--- src/rtl/ledpanel_frame_writer.sv ---
// Streams RGB888 pixels into LED panel frame memory as {y, x} addressed writes,
// with start-of-frame sync, mid-frame resync and a whole-memory clear sweep.
module ledpanel_frame_writer #(
  parameter int CHAINED     = 1,
  parameter int INPUT_DEPTH = 6
) (
  input  logic        ctrl_clk,
  input  logic        ctrl_rst_n,
  input  logic        s_valid,
  output logic        s_ready,
  input  logic [23:0] s_data,
  input  logic        s_sof,
  input  logic        clear_req,
  output logic        ctrl_en,
  output logic [15:0] ctrl_addr,
  output logic [23:0] ctrl_wdat,
  output logic        busy,
  output logic        frame_done,
  output logic        sof_err,
  output logic [7:0]  frame_cnt
);

  localparam int W  = 64 * CHAINED;
  localparam int XW = 6 + $clog2(CHAINED);
  localparam int AW = XW + 6;
  localparam int N  = W * 64;
  localparam logic [XW-1:0] X_LAST = XW'(W - 1);
  localparam logic [AW-1:0] A_LAST = AW'(N - 1);

  typedef enum logic [1:0] {SYNC, STREAM, CLEAR} state_t;

  state_t        state, state_nxt;
  logic [XW-1:0] x, x_nxt;
  logic [5:0]    y, y_nxt;
  logic [AW-1:0] clr_cnt, clr_nxt;
  logic          accept;
  logic          wr_en_p0, clr_p0, done_p0, err_p0;
  logic [AW-1:0] addr_p0;
  logic [23:0]   dat_p0;

  // Keep the INPUT_DEPTH MSBs of each channel, right-aligned in its byte.
  function automatic logic [23:0] scale_rgb(input logic [23:0] d);
    logic [23:0] r;
    for (int i = 0; i < 3; i++) r[8*i +: 8] = d[8*i +: 8] >> (8 - INPUT_DEPTH);
    return r;
  endfunction

  assign s_ready = (state != CLEAR) && !clear_req;
  assign accept  = s_valid && s_ready;

  always_comb begin
    state_nxt = state;
    x_nxt     = x;
    y_nxt     = y;
    clr_nxt   = clr_cnt;
    wr_en_p0  = 1'b0;
    clr_p0    = 1'b0;
    done_p0   = 1'b0;
    err_p0    = 1'b0;
    addr_p0   = '0;
    dat_p0    = scale_rgb(s_data);
    case (state)
      SYNC, STREAM: begin
        if (clear_req) begin
          state_nxt = CLEAR;
          clr_nxt   = '0;
          x_nxt     = '0;
          y_nxt     = '0;
        end else if (accept && s_sof) begin
          // A start-of-frame always restarts at the origin; mid-frame it is flagged.
          wr_en_p0  = 1'b1;
          err_p0    = (state == STREAM);
          x_nxt     = XW'(1);
          y_nxt     = '0;
          state_nxt = STREAM;
        end else if (accept && state == STREAM) begin
          wr_en_p0 = 1'b1;
          addr_p0  = {y, x};
          if (x == X_LAST) begin
            x_nxt = '0;
            if (y == 6'd63) begin
              done_p0   = 1'b1;
              y_nxt     = '0;
              state_nxt = SYNC;
            end else begin
              y_nxt = y + 6'd1;
            end
          end else begin
            x_nxt = x + 1'b1;
          end
        end
      end
      CLEAR: begin
        wr_en_p0 = 1'b1;
        clr_p0   = 1'b1;
        addr_p0  = clr_cnt;
        dat_p0   = '0;
        if (clr_cnt == A_LAST) begin
          clr_nxt   = '0;
          state_nxt = SYNC;
        end else begin
          clr_nxt = clr_cnt + 1'b1;
        end
      end
      default: state_nxt = SYNC;
    endcase
  end

  always_ff @(posedge ctrl_clk or negedge ctrl_rst_n) begin
    if (!ctrl_rst_n) begin
      state   <= SYNC;
      x       <= '0;
      y       <= '0;
      clr_cnt <= '0;
    end else begin
      state   <= state_nxt;
      x       <= x_nxt;
      y       <= y_nxt;
      clr_cnt <= clr_nxt;
    end
  end

  // p0 -> p1: registered memory write port and status pulses
  always_ff @(posedge ctrl_clk or negedge ctrl_rst_n) begin
    if (!ctrl_rst_n) begin
      ctrl_en    <= 1'b0;
      ctrl_addr  <= '0;
      ctrl_wdat  <= '0;
      busy       <= 1'b0;
      frame_done <= 1'b0;
      sof_err    <= 1'b0;
      frame_cnt  <= '0;
    end else begin
      ctrl_en    <= wr_en_p0;
      busy       <= clr_p0;
      frame_done <= done_p0;
      sof_err    <= err_p0;
      if (wr_en_p0) begin
        ctrl_addr <= 16'(addr_p0);
        ctrl_wdat <= dat_p0;
      end
      if (done_p0) frame_cnt <= frame_cnt + 8'd1;
    end
  end

endmodule

--- config.mk ---
export PLATFORM = sky130hd
export DESIGN_NAME = ledpanel_frame_writer
export DESIGN_NICKNAME = d
export VERILOG_FILES = /design/src/rtl/ledpanel_frame_writer.sv
export SDC_FILE = /design/constraint.sdc
export NUM_CORES = 1
export LEC_CHECK = 0
export BUFFER_PORTS_ARGS = -buffer_cell sky130_fd_sc_hd__buf_4
export CAP_MARGIN = 15
export CORE_MARGIN = 10
export CORE_UTILIZATION = 45
export CTS_CLUSTER_SIZE = 8
export DETAILED_ROUTE_END_ITERATION = 10
export PLACE_DENSITY = 0.66
export SYNTH_ARGS = -nofsm -noshare
export SYNTH_HDL_FRONTEND = slang
export SYNTH_SLANG_ARGS = --single-unit
--- constraint.sdc ---
create_clock -name ctrl_clk -period 2.2 [get_ports ctrl_clk]
set_input_delay 0.44 -clock ctrl_clk [delete_from_list [all_inputs] [get_ports ctrl_clk]]
set_output_delay 0.44 -clock ctrl_clk [all_outputs]
set_load 0.01 [all_outputs]
==> results of run 1 <==
==> repair_timing <==
item / CTS / global route
endpoints found under the setup margin: 0 / 1
endpoints found under the hold margin: 0 / 0
resized for setup: 0 / 1
==> area by class of cell <==
cell class	count	area [um2]	area share [%]
clock buffers	13	149	3.69
clock inverters	2	35.0	0.869
inverters	11	41.3	1.02
multi-input cells	244	1390	34.5
flip-flops and latches	68	1700	42.2
well taps	96	120	2.98
repair buffers	77	594	14.7
==> per-stage QoR <==
step | instances | area (um2) | hold slack [ps] | setup WS [ps] | total power [mW]
after floorplan | 352 | 3280 | 144 | 317 | 2.23
after global placement | 495 | 3830 | 463 | 239 | 2.64
after detailed placement | 495 | 3830 | 469 | 227 | 2.66
after CTS | 510 | 4020 | 116 | 111 | 3.65
after global routing | 511 | 4030 | 125 | 67.5 | 3.87
final | 511 | 4030 | 106 | 183 | 3.63
==> kinds of logic (layout without fill, tap and decap cells) <==
kind of cell / count (synthesis) / in the layout / synth area share (%)
other cells: 1 / 10 / 0.115
simple gates: 154 / 154 / 23.1
mux: 4 / 4 / 1.27
compound gates: 62 / 62 / 12.9
fa+ha+maj: 4 / 4 / 1.54
xor+xnor: 10 / 10 / 2.70
flops: 68 / 68 / 52.4
buf+inv: 40 / 103 / 6.05
==> cells in the final DEF (no fill, tap or decap), types with 6 or more instances in the layout <==
| cell type | count |
|---|---|
| a21oi_1 | 6 |
| a31oi_1 | 6 |
| a32oi_1 | 12 |
| buf_4 | 75 |
| clkbuf_8 | 10 |
| conb_1 | 10 |
| dfrtp_1 | 67 |
| inv_1 | 11 |
| nand2_1 | 78 |
| nand3_1 | 32 |
| nand4_1 | 9 |
| nor2_1 | 9 |
| o21ai_0 | 20 |
| xnor2_1 | 8 |
==> worst paths after layout <==
kind	to
min	ctrl_addr[10]
max	s_ready
min reg2reg	frame_cnt[7]
min in group ctrl_clk	ctrl_wdat[16]
max in group asynchronous	state[1]
max reg2reg	y[5]
==> flip-flops by register name (all words and copies together) (netlist names) <==
signal      count
frame_done      1
y               6
frame_cnt       8
ctrl_addr      12
clr_cnt        12
ctrl_wdat      18
busy            1
ctrl_en         1
x               6
sof_err         1
state           2
==> synthesized netlist by cell type, drive strengths merged <==
cell type	number
a31oi	6
nand3b	1
o31a	1
and3	5
nand4	9
nand3	33
o22ai	1
o211ai	5
a21oi	7
inv	11
a41oi	1
a32oi	12
nor3b	1
mux2	1
nand2	78
clkbuf	17
mux2i	3
ha	4
nor3	2
buf	12
or3	3
o21ai	20
nand2b	2
a41o	1
nor2	9
conb	1
dfrtp	68
xor2	2
o31ai	1
a22o	4
or2	1
xnor2	8
and4	4
o21a	1
a211oi	1
a21o	1
or4	5
nor4	1
==> report_power, final <==
group | internal (mW) | switching, mW
Clock | 0.549 | 0.438
Combinational | 0.397 | 0.569
Sequential | 1.45 | 0.222
==> metal layers <==
metal | GRT usage (%) | wire length [um]
met3 | 5.77 | 645
met1 | 18.4 | 3580
met2 | 21.9 | 3760
met5 | 0 | 0
met4 | 5.88 | 82
==> impl_metrics.csv, run 1 <==
group,metric,value,unit
yosys,synth_top_area_cell,"dfrtp_1",
yosys,synth_area,3250,um2
sta,finClkSkew,3.98,ps
floorplan,core-area,6910,um2
finish,fill_cells,662,
clock_tree,root_buffer,"clkbuf_8",
clock_tree,ctsLongestPathBuffers,2,
yosys,synth_cell_type_count,43,
drt,drc,0,
floorplan,die_h,105,um
drt,first_pass_iters,4,
critical_path,path_class,"reg2out",
global_route,grt_pass1_vias,2720,
drt,drtIter0Drc,140,
global_route,grt_max_degree,69,
finish,layout-drive-gt1-share,23.6,%
critical_path,crit_path_top_delay_cell,"dfrtp_2",
finish,layout.nets,444,
outcome,status,"completed",
finish,synthToLayoutAreaGrowth,24.1,%
critical_path,cp.depth,5,
floorplan,initial_core_util,47.0,%
sta,rsz0062_at_grt,"no",
global_route,grt_usage,14.6,%
critical_path,path_delay_family,"flip-flops",
yosys,synthCells,343,
critical_path,crit_fanout,16,
yosys,synth.area.top_cells,"dfrtp_1, nand2_1, nand3_1",
drt,postRouteAntennaNets,0,
yosys,synth-seq-cells,68,
yosys,avgSynthCellArea,9.47,um2
clock_tree,clk_latency,320,ps
critical_path,critical_path_arrival,1580,ps
sta,setup_violations,0,
clock_tree,post_cts_buffers,0,
critical_path,cp_common_cell,"buf_4",
critical_path,worst_path_largest_cell_delay,500,ps
global_route,grt-ovfl-total,0,
critical_path,required,1760,ps
critical_path,rr_worst_depth,5,
drt,vias,2730,
drt,vias_per_cell,5.34,
min_path,hold_path_class,"in2async",
critical_path,crit-reg2reg-launch,"x[0]",
critical_path,critical_path_buf_inv_count,3,
critical_path,endpoint_kind,"primary output",
yosys,synth_top_cell_area_share,52.4,%
sta,period_needed,2020,ps
sta,tightestPinTransition,648,ps
place,place_congestion,0.788,
sta,period_share,91.7,%
critical_path,worstPathCellList,"nand2b_1, buf_4, inv_1, nor2_1, buf_4",
clock_tree,holdBufCountCts,0,
yosys,yosys_warnings,0,
power_and_ir_drop,leakagePower,2.02,nW
drt,routed_wl,8.07,mm
global_route,antenna_found_initial,0,
sta,setup_tns,0,ps
clock_tree,cts_max_level,3,
clock_tree,cts_tree,"yes",
global_route,grt_pass1_wl,13.5,mm
floorplan,io_pins,82,
place,hpwl,5.81,mm
yosys,synth-seq-area-share,52.4,%
power_and_ir_drop,ir_drop,0.419,mV
critical_path,cp-start-kind,"register",
clock_tree,clock_sinks,68,
finish,final_core_util,58.4,%
floorplan,row_count,30,
floorplan,dieArea,11000,um2
critical_path,startpoint,"state[1]",
flow_run,maxCapViolations,0,
floorplan,die_x,105,um
sta,drv_slew,0,
sta,max_freq,0.496,GHz
clock_tree,path_clk_slew,70,ps
finish,diodes,0,
critical_path,reg2reg_slack,210,ps
drt,wl_per_cell,15.8,um
clock_tree,numCtsBuffers,9,
place,io_buffers,65,
sta,finalHoldViolations,0,
sta,slew_headroom,56.6,%
power_and_ir_drop,powerDensity,900,nW/um2
Power figures use the tool's default switching activity.
==> run 2, diff against run 1 <==
- GPL_TIMING_DRIVEN: default -> 0
- clock period: 2.2 -> 2.11 ns (I/O delays scaled with it)
==> impl_metrics.csv, run 2 (synthesis gave the netlist of run 1 again) <==
group,metric,value,unit
sta,slew_headroom,42.6,%
floorplan,initial_core_util,47.0,%
sta,worst_slack,117,ps
outcome,status,"completed",
power_and_ir_drop,leakagePower,2.07,nW
clock_tree,clock_sinks,68,
floorplan,io_pins,82,
clock_tree,clk_latency,330,ps
sta,rsz0062_at_grt,"no",
sta,finClkSkew,7.51,ps
clock_tree,cts_tree,"yes",
global_route,grt_pass1_wl,14.1,mm
finish,fill_cells,649,
power_and_ir_drop,ir_drop,0.470,mV
floorplan,dieArea,11000,um2
sta,period_needed,1990,ps
place,place_ws,-211,ps
floorplan,die_h,105,um
min_path,hold_path_class,"in2async",
global_route,grt-ovfl-total,0,
critical_path,endpoint_kind,"primary output",
finish,reg.largest.list,"ctrl_wdat: 18 flops, clr_cnt: 12 flops, ctrl_addr: 12 flops",
drt,drtIter0Drc,230,
finish,diodes,0,
floorplan,core-area,6910,um2
clock_tree,path_clk_slew,70,ps
floorplan,die_x,105,um
place,place_congestion,0.829,
clock_tree,root_buffer,"clkbuf_8",
critical_path,cp-start-kind,"register",
global_route,grt_max_degree,69,
finish,layout_common_cells,"buf_4, nand2_1, dfrtp_1",
sta,drv_slew,0,
drt,postRouteAntennaNets,0,
sta,finalHoldViolations,0,
place,place_inst,512,
clock_tree,cts_max_level,3,
clock_tree,numCtsBuffers,9,
finish,layout.nets,462,
drt,first_pass_iters,4,
flow_run,maxCapViolations,0,
clock_tree,ctsLongestPathBuffers,2,
drt,wl_per_cell,15.6,um
drt,vias_per_cell,5.34,
critical_path,critical_path_arrival,1570,ps
clock_tree,holdBufCountCts,0,
finish,regMostFlops,"ctrl_wdat",
place,io_buffers,64,
finish,synthToLayoutAreaGrowth,26.7,%
sta,tightestPinTransition,860,ps
power_and_ir_drop,powerDensity,909,nW/um2
drt,vias,2825,
finish,finalNonFillerCells,529,
drt,routed_wl,8.27,mm
floorplan,row_count,30,
critical_path,path_class,"reg2out",
critical_path,rr_worst_depth,5,
drt,drc,0,
sta,max_freq,0.502,GHz
finish,largest_register_ffs,18,
sta,period_share,94.5,%
critical_path,required,1690,ps
finish,final_core_util,59.6,%
critical_path,crit_fanout,10,
global_route,grt_pass1_vias,2809,
place,hpwl,6.08,mm
power_and_ir_drop,power.total,3.74,mW
finish,layout-drive-gt1-share,24.7,%
global_route,grt_usage,15.4,%
critical_path,reg2reg_slack,150,ps
sta,setup_violations,0,
global_route,antenna_found_initial,0,
-- run 2: final timing paths --
check | start | end
max in group asynchronous | ctrl_rst_n | x[0]
setup / recovery | state[0] | s_ready
hold / removal | ctrl_rst_n | ctrl_addr[8]
setup reg to reg | y[1] | frame_cnt[1]
hold reg to reg | frame_cnt[7] | frame_cnt[7]
min in group ctrl_clk | s_data[14] | ctrl_wdat[12]
-- run 2: worst max-delay path, cell delays in order, from the launching register on --
cell	delay (ps)
dfrtp_2	430
nand2b_4	190
inv_1	80
buf_4	170
clkbuf_8	180
nor2_1	50
buf_4	140
-- run 2: area by class of cell --
type / count / area, um2 / area share, %
clock inverters: 2 / 10.0 / 0.243
well taps: 96 / 120 / 2.92
flip-flops and latches: 68 / 1700 / 41.4
clock buffers: 13 / 159 / 3.86
multi-input cells: 244 / 1410 / 34.3
plain buffers: 28 / 166 / 4.05
inverters: 11 / 41.3 / 1.00
repair buffers: 67 / 503 / 12.2
-- run 2: what timing repair did --
action	CTS	global route
setup buffers	0	3
resized for setup	8	7
setup endpoints to repair	2	35
-- run 2: where the power goes --
group / total (mW) / internal [mW] / switching [mW]
registers: 1.72 / 1.51 / 0.210
logic: 1.07 / 0.434 / 0.637
clock network: 0.944 / 0.482 / 0.462
-- run 2: stage by stage --
step	setup TNS [ps]	cell area, um2	hold WS, ps
2_1_floorplan	0	3280	126
3_3_place_gp	-209	3880	464
3_5_place_dp	-239	3880	468
4_1_cts	0	4080	235
5_1_grt	0	4110	262
6_report	0	4110	195
-- run 2: metal layers --
layer / routed length (um) / vias up / global-route usage (%)
met1: 3670 / 1358 / 19.9
met2: 3780 / 88 / 22.9
met3: 694 / 10 / 5.59
met4: 119 / 0 / 5.98
met5: 0 / - / 0
li1: - / 1369 / -
==> run 3, diff against run 2 <==
- CELL_PAD_IN_SITES_DETAIL_PLACEMENT: default -> 1
- CELL_PAD_IN_SITES_GLOBAL_PLACEMENT: default -> 2
- CORE_UTILIZATION: 45 -> 32
- PLACE_DENSITY: 0.66 -> 0.77
==> impl_metrics.csv, run 3 (synthesis gave the netlist of run 1 again) <==
group,metric,value,unit
clock_tree,root_buffer,"clkbuf_8",
global_route,grt_pass1_wl,16.1,mm
finish,synthToLayoutAreaGrowth,29.4,%
flow_run,maxCapViolations,0,
drt,vias,2844,
place,place_congestion,0.796,
finish,regMostFlops,"ctrl_wdat",
power_and_ir_drop,powerDensity,942,nW/um2
power_and_ir_drop,leakagePower,2.07,nW
critical_path,worstPathCellList,"ha_2, nand3_4, or3_1, buf_2, or4_1, o211ai_1",
critical_path,endpoint_kind,"register",
floorplan,io_pins,82,
critical_path,crit_path_top_delay_cell,"or4_1",
min_path,hold_path_class,"in2async",
critical_path,path_delay_family,"simple AND/OR/NAND/NOR gates",
finish,fill_cells,1174,
clock_tree,path_clk_slew,80,ps
finish,layout-drive-gt1-share,25.5,%
clock_tree,ctsLongestPathBuffers,2,
drt,drtIter0Drc,155,
sta,period_share,94.6,%
clock_tree,numCtsBuffers,9,
critical_path,cp-start-kind,"register",
clock_tree,clk_latency,350,ps
floorplan,row_count,36,
sta,tightestPinTransition,903,ps
critical_path,path_class,"reg2reg",
sta,finalHoldViolations,0,
drt,postRouteAntennaNets,0,
global_route,antenna_found_initial,0,
clock_tree,clock_sinks,68,
finish,diodes,0,
global_route,grt-ovfl-total,0,
drt,wl_per_cell,17.4,um
drt,routed_wl,9.84,mm
critical_path,critical_path_arrival,2270,ps
place,hpwl,7.18,mm
drt,first_pass_iters,4,
power_and_ir_drop,ir_drop,0.360,mV
global_route,grt_max_degree,69,
critical_path,required,2380,ps
finish,layout.nets,460,
clock_tree,holdBufCountCts,0,
clock_tree,cts_max_level,3,
outcome,status,"completed",
finish,largest_register_ffs,18,
finish,final_common_cell,"nand2_1",
sta,rsz0062_at_grt,"no",
floorplan,dieArea,14600,um2
sta,finClkSkew,7.46,ps
sta,max_freq,0.501,GHz
sta,slew_headroom,39.5,%
clock_tree,cts_tree,"yes",
finish,reg.largest.list,"ctrl_wdat: 18 flops, clr_cnt: 12 flops, ctrl_addr: 12 flops",
sta,period_needed,2000,ps
floorplan,initial_core_util,33.1,%
drt,vias_per_cell,5.03,
finish,layout_common_cells,"nand2_1, buf_4, dfrtp_1",
critical_path,crit_fanout,8,
drt,drc,0,
critical_path,critical_path_buf_inv_count,1,
floorplan,die_h,121,um
global_route,grt_pass1_vias,3060,
finish,final_core_util,42.8,%
place,io_buffers,64,
sta,drv_slew,0,
sta,setup_violations,0,
global_route,grt_usage,13.6,%
critical_path,worst_path_largest_cell_delay,510,ps
floorplan,die_x,121,um
power_and_ir_drop,power.total,3.96,mW
floorplan,core-area,9820,um2
-- run 3: cell types whose count changed in the layout (fill, tap and decap cells not counted), moves of 2 or more --
cell	delta
clkbuf_8	-2
clkinv_4	+2
buf_4	-3
clkbuf_1	-3
clkinvlp_4	+2
-- run 3: final timing paths --
check                        startpoint            end  slack (ps)  cells after the start
hold reg to reg            frame_cnt[7]   frame_cnt[7]         480                      1
setup / recovery                   x[0]           y[5]         110                      6
min in group ctrl_clk        s_data[15]  ctrl_wdat[13]         250                      3
max in group asynchronous    ctrl_rst_n           x[0]        1290                      1
hold / removal               ctrl_rst_n           busy         180                      1
setup reg to reg                   x[0]           y[5]         110                      6
-- run 3: worst reg2reg max path, cell delays in order, from the launching register on --
cell      delay, ps
dfrtp_2         430
ha_2            230
nand3_4         110
or3_1           360
buf_2           180
or4_1           510
o211ai_1        100
-- run 3: layout make-up --
class	count	area, um2	area share (%)
Buffer	28	171	4.08
Clock buffer	9	124	2.95
Clock inverter	7	76.3	1.82
Inverter	11	41.3	0.982
Multi-Input combinational cell	244	1430	34.0
Sequential cell	68	1710	40.6
Tap cell	133	166	3.96
Timing Repair Buffer	65	488	11.6
-- run 3: timing repair --
| action | CTS | global route |
|---|---|---|
| buffers inserted | 0 | 1 |
| resized for setup | 9 | 13 |
| endpoints found under the setup margin | 15 | 34 |
| pin swaps | 0 | 2 |
-- run 3: stage by stage --
step / TNS [ps] / cell area (um2) / instances / hold slack, ps / setup WS, ps
6_report: 0 / 4200 / 565 / 175 / 113
3_3_place_gp: -393 / 3930 / 549 / 463 / -295
4_1_cts: 0 / 4160 / 564 / 236 / 3.47
2_1_floorplan: 0 / 3280 / 352 / 126 / 245
3_5_place_dp: -617 / 3930 / 549 / 474 / -334
5_1_grt: 0 / 4200 / 565 / 249 / 14.5
-- run 3: routing by layer --
metal | track usage (%) | wire [um] | part of all wire [%] | up-vias
met1 | 16.2 | 4380 | 45 | 1422
met3 | 4.09 | 517 | 5.3 | 14
met2 | 22.4 | 4770 | 49 | 52
met5 | 0 | 0 | 0 | -
met4 | 5.35 | 162 | 1.6 | 0
li1 | - | - | - | 1356
-- run 3: power by group --
part | leakage [nW] | total [mW] | internal (mW) | switching [mW]
registers | 0.903 | 1.73 | 1.51 | 0.222
logic | 1.07 | 1.12 | 0.437 | 0.683
clock network | 0.0958 | 1.11 | 0.551 | 0.557
total | 2.07 | 3.96 | 2.50 | 1.46
